<file path="config.mk">
export PLATFORM = sky130hd
export DESIGN_NAME = rptr_fwft_handler
export DESIGN_NICKNAME = d
export VERILOG_FILES = /design/src/rtl/rptr_fwft_handler.sv
export SDC_FILE = /design/constraint.sdc
export NUM_CORES = 1
export LEC_CHECK = 0
export ABC_AREA = 0
export BUFFER_PORTS_ARGS = -buffer_cell sky130_fd_sc_hd__buf_2
export CAP_MARGIN = 5
export CELL_PAD_IN_SITES_DETAIL_PLACEMENT = 2
export CELL_PAD_IN_SITES_GLOBAL_PLACEMENT = 2
export CORE_UTILIZATION = 33
export DETAILED_ROUTE_END_ITERATION = 10
export PLACE_DENSITY_LB_ADDON = 0.1
export SYNTH_ARGS = -nofsm -noshare
export SYNTH_HDL_FRONTEND = slang
export SYNTH_SLANG_ARGS = --single-unit
</file>
<file path="constraint.sdc">
create_clock -name clk_r -period 4.55 [get_ports clk_r]
set_input_delay 0.2275 -clock clk_r [delete_from_list [all_inputs] [get_ports clk_r]]
set_output_delay 0.2275 -clock clk_r [all_outputs]
set_load 0.1 [all_outputs]
</file>
<file path="src/rtl/rptr_fwft_handler.sv">
// Read-side pointer logic of the async FIFO: binary/Gray read pointer, empty flag,
// occupancy level with almost-empty, and a first-word-fall-through output register.
module rptr_fwft_handler #(
  parameter int PTR_WIDTH  = 3,
  parameter int DATA_WIDTH = 8,
  parameter int AE_THRESH  = 1
) (
  input  logic                  clk_r,
  input  logic                  arst_n,
  input  logic [PTR_WIDTH:0]    g_wptr_sync,
  input  logic [DATA_WIDTH-1:0] mem_rdata,
  input  logic                  dout_ready,
  output logic [PTR_WIDTH:0]    b_rptr,
  output logic [PTR_WIDTH:0]    g_rptr,
  output logic                  empty,
  output logic [DATA_WIDTH-1:0] dout,
  output logic                  dout_valid,
  output logic [PTR_WIDTH:0]    level,
  output logic                  almost_empty
);

  localparam int PW = PTR_WIDTH + 1;
  localparam logic [PW-1:0] AE_T = PW'(AE_THRESH);

  // Handshake: a word moves to the consumer on any edge where dout_valid && dout_ready.
  // While dout_valid is high and dout_ready low, dout and dout_valid are held stable.
  // dout_ready only feeds flop inputs, so no output depends on it combinationally.

  logic          fetch;
  logic [PW-1:0] b_rptr_next;
  logic [PW-1:0] g_rptr_next;
  logic [PW-1:0] b_wptr_s;
  logic [PW-1:0] level_next;

  // Gray-to-binary: bit i is the XOR of all Gray bits at or above i.
  always_comb begin
    b_wptr_s = '0;
    for (int i = 0; i < PW; i++) begin
      b_wptr_s[i] = ^(g_wptr_sync >> i);
    end
  end

  always_comb begin
    fetch       = !empty && (!dout_valid || dout_ready);
    b_rptr_next = b_rptr + {{(PW-1){1'b0}}, fetch};
    g_rptr_next = (b_rptr_next >> 1) ^ b_rptr_next;
    level_next  = b_wptr_s - b_rptr_next;
  end

  always_ff @(posedge clk_r or negedge arst_n) begin
    if (!arst_n) begin
      b_rptr       <= '0;
      g_rptr       <= '0;
      empty        <= 1'b1;
      level        <= '0;
      almost_empty <= 1'b1;
    end else begin
      b_rptr       <= b_rptr_next;
      g_rptr       <= g_rptr_next;
      // Full-width compare keeps a completely full FIFO from aliasing to empty.
      empty        <= (g_rptr_next == g_wptr_sync);
      level        <= level_next;
      almost_empty <= (level_next <= AE_T);
    end
  end

  always_ff @(posedge clk_r or negedge arst_n) begin
    if (!arst_n) begin
      dout       <= '0;
      dout_valid <= 1'b0;
    end else if (fetch) begin
      dout       <= mem_rdata;
      dout_valid <= 1'b1;
    end else if (dout_ready) begin
      dout_valid <= 1'b0;
    end
  end

endmodule

</file>
; ---- Word-level counts from Yosys, hierarchy flattened
; Cells that the tools add are included.
[classes]
n_addsub = 2
bitwise = 1
n_eq_ne = 1
reduce_logical = 9
mux = 2
n_lt_le_gt_ge = 1
[op_table]
columns = cell, count
row1 = $reduce_xor 4->1, 4
row2 = $add 4x1->4, 1
row3 = $eq 4x4->1, 1
row4 = $le 4x1->1 const B, 1
row5 = $sub 4x4->4, 1
row6 = $xor 3x4->4, 1
row7 = $logic_not 1->1, 2
row8 = $mux 1, 2
row9 = $reduce_bool 2->1, 1
row10 = $logic_and 1x1->1, 1
row11 = $logic_or 1x1->1, 1
[totals]
ff_bits = 23
in_bits = 15
out_inout_bits = 23

; ---- Logic depth before layout (Yosys ltp)
[logic_depth]
ltp_word = 6
depth_mapped = 11
mapped_depth_nobuf = 10

; ---- Least setup slack after synthesis
; Ideal clock, no wire load.
[synth_timing]
path_type = reg-to-reg
start = register dout_valid
end = register level[3]
setup_ns = 0.124
arrival_ns = 3.023
required_time_ns = 4.426
slack_ns = 1.403
stages_incl_launch_ff = 10
cell_sequence = dfrtp_1 > a21oi_2 > ha_1 > ha_1 > xnor2_1 > ha_1 > inv_1 > a2111o_1 > and4_1 > or2_1
[synth_via]
elab_chain_len = 5
[synth_lines]
columns = item, line_no
row1 = start: declaration, 17  ; output logic dout_valid,
row2 = start signal: assignment, 70  ; dout_valid <= 1'b0;
row3 = start signal: assignment, 73  ; dout_valid <= 1'b1;
row4 = start signal: assignment, 75  ; dout_valid <= 1'b0;
row5 = $logic_not 1->1, 44  ; fetch = !empty && (!dout_valid || dout_ready);
row6 = $logic_or 1x1->1, 44
row7 = $logic_and 1x1->1, 44
row8 = named net fetch, 29  ; logic fetch;
row9 = $add 4x1->4, 45  ; b_rptr_next = b_rptr + {{(PW-1){1'b0}}, fetch};
row10 = $sub 4x4->4, 47  ; level_next = b_wptr_s - b_rptr_next;
row11 = named net level_next[3], 33  ; logic [PW-1:0] level_next;
row12 = end signal: assignment, 62  ; level <= level_next;
row13 = end: declaration, 18  ; output logic [PTR_WIDTH:0] level,
; The timed path passes the listed nets, and every way through them passes these cells.
; A chain may end at the register's enable or synchronous reset.

; ---- Worst setup path in the final report
; Same ends and word-level chain as after synthesis.

==> impl_metrics.env <==
export IMPL_final_cell_mix="buf_2, dfrtp_1, xnor2_1, mux2_2, inv_1"
export IMPL_root_buffer="clkbuf_4"
export IMPL_required_ns=4.75
export IMPL_syn_to_final_growth_pct=26.3
export IMPL_coreArea_um2=3030
export IMPL_cts_max_path_buffers=2
export IMPL_drc=0
export IMPL_numCtsBuffers=3
export IMPL_grt_util_all_layers=0.153
export IMPL_synth_nets=96
export IMPL_cts_tree="built"
export IMPL_start_kind="flop"
export IMPL_yosys_area_share_simple=0.0481
export IMPL_final_setup_tns_ns=0
export IMPL_gp_congestion=0.759
export IMPL_vias_per_cell=4.47
export IMPL_wirelength_um=2220
export IMPL_syn_avg_cell_area_um2=13.7
export IMPL_synthAdderAreaFrac=0.0601
export IMPL_ios=38
export IMPL_synth_top_cells_by_area="dfrtp_1, mux2_2, xnor2_1"
export IMPL_cts_clk_slew_worst_paths_ns=0.12
export IMPL_regArea_um2=553
export IMPL_ys_ff_latch=22
export IMPL_die_w_um=58.2
export IMPL_tightest_slew_ns=0.512
export IMPL_ant_nets=0
export IMPL_ys_flop_type="dfrtp_1"
export IMPL_whs_ns=0.144
export IMPL_clock_latency_ns=0.30
export IMPL_ys_seq_area_frac=0.531
export IMPL_endpoint_kind="flop"
export IMPL_fin_skew_ns=0.00511
export IMPL_die_area_um2=3380
export IMPL_final_common_cell="buf_2"
export IMPL_rows=20
export IMPL_period_minus_slack_ns=2.84
export IMPL_crit_type="reg2reg"
export IMPL_post_cts_buffers=0
export IMPL_slew_headroom=0.659
export IMPL_postSynth_asyncResetShare=1.00
export IMPL_multi_input_area_um2=445
export IMPL_first_global_vias=844
export IMPL_routedWlPerCell_um=13.8
export IMPL_h_tree_depth=1
export IMPL_yosysTopAreaCell="dfrtp_1"
export IMPL_ys_warnings_count=0
export IMPL_fmax_mhz=352
export IMPL_rsz0062_at_grt="no"
export IMPL_nNetsFinal=137
export IMPL_synth_edf_count=0
export IMPL_setup_viol=0
export IMPL_antenna_cells=0
export IMPL_maxCapViolations=0
export IMPL_hold_path_class="in2reg"
export IMPL_synth_top_family_by_area="XOR/XNOR gates"
export IMPL_timing_final_crit_share=0.624
export IMPL_hold_viol=0
export IMPL_n_fill_cell=313
export IMPL_yosysUniqueCellTypes=26
export IMPL_dp_hpwl_um=1810
export IMPL_grt_pass1_wl_um=3860
export IMPL_cts_sinks=22
export IMPL_grt_max_degree=23
export IMPL_status="finished clean"
export IMPL_vias=715
export IMPL_start_util=0.344
export IMPL_syn_inst=76
export IMPL_drive_gt1_frac=0.491
export IMPL_overflow=0
export IMPL_synth_compound_area_share=0.0697
export IMPL_syn_area_um2=1040
export IMPL_synth_xor_area_share=0.154
export IMPL_cp_arrival_ns=3.04
export IMPL_synth_top_area_frac=0.481
export IMPL_port_buffers=37
export IMPL_drtIter0Drc=7
export IMPL_antenna_found_initial=0
export IMPL_die_h_um=58.2
export IMPL_slew_viol_final=0
export IMPL_crit_fanout=9
export IMPL_synth_area_mux_share=0.0962
export IMPL_firstDrtPassIters=2
## cell type report
cell class | count | area share
clock buffer | 4 | 0.0276
inverter | 8 | 0.0228
multi-input combinational | 44 | 0.339
sequential | 22 | 0.421
tap | 44 | 0.0419
timing repair buffer | 38 | 0.148
## worst paths after layout
check	from	endpoint	slack, ns	depth (start not counted)
setup / recovery	dout_valid	level[3]	1.71	9
hold reg to reg	dout[1]	dout[1]	0.52	1
hold / removal	dout_ready	dout_valid	0.14	2
setup reg to reg	dout_valid	level[3]	1.71	9
max in group asynchronous	arst_n	almost_empty	3.78	2
min in group asynchronous	arst_n	dout[6]	0.41	2
## what timing repair did
action	in CTS	in global routing
hold buffers	1	0
endpoints found under the hold margin	20	0
gates resized for setup	0	0
## cell usage after synthesis (2+ instances only)
master	instances
inv_1	6
and3_1	2
dfrtp_1	20
xor2_1	4
ha_1	5
dfstp_2	2
inv_2	2
xnor2_1	9
mux2_2	8
a31oi_1	2
## worst max-delay path, stage by stage (launching register included)
cell and delay [ns]:
dfrtp_1 0.42, a21oi_2 0.44, ha_1 0.30, ha_1 0.22, xnor2_1 0.16, ha_1 0.35, inv_1 0.07, a2111o_1 0.36
and4_1 0.21, or2_1 0.21
## per-stage QoR
stage                      util  area [um2]  setup WS [ns]  cells
final                     0.434        1320           1.71    160
after global routing      0.434        1320           1.45    160
after CTS                 0.434        1320           1.67    160
after detailed placement  0.419        1270           1.73    155
after global placement    0.419        1270           1.85    155
after floorplan               -        1040           1.40     76
## registers in the layout, indices dropped and copies added, names as in the netlist
name	flops
level	4
dout	8
almost_empty	1
g_rptr	3
b_rptr	4
dout_valid	1
empty	1
## layer usage
| layer | GRT usage | share of wire | vias to the layer above |
|---|---|---|---|
| met3 | 0.0313 | 0.042 | 2 |
| met5 | 0 | 0 | - |
| li1 | - | - | 333 |
| met2 | 0.269 | 0.53 | 22 |
| met1 | 0.181 | 0.42 | 358 |
| met4 | 0.0646 | 0.0086 | 0 |
## cell families (layout without fill, tap and decap cells)
group / count (synthesis) / after routing
xor+xnor: 15 / 15
simple gates: 7 / 7
compound gates: 8 / 8
buf+inv: 10 / 50
mux: 9 / 9
flops: 22 / 22
fa+ha+maj: 5 / 5
Power is not shown: default switching activity piles up to over one toggle a cycle in this logic, so the estimate is an artifact.
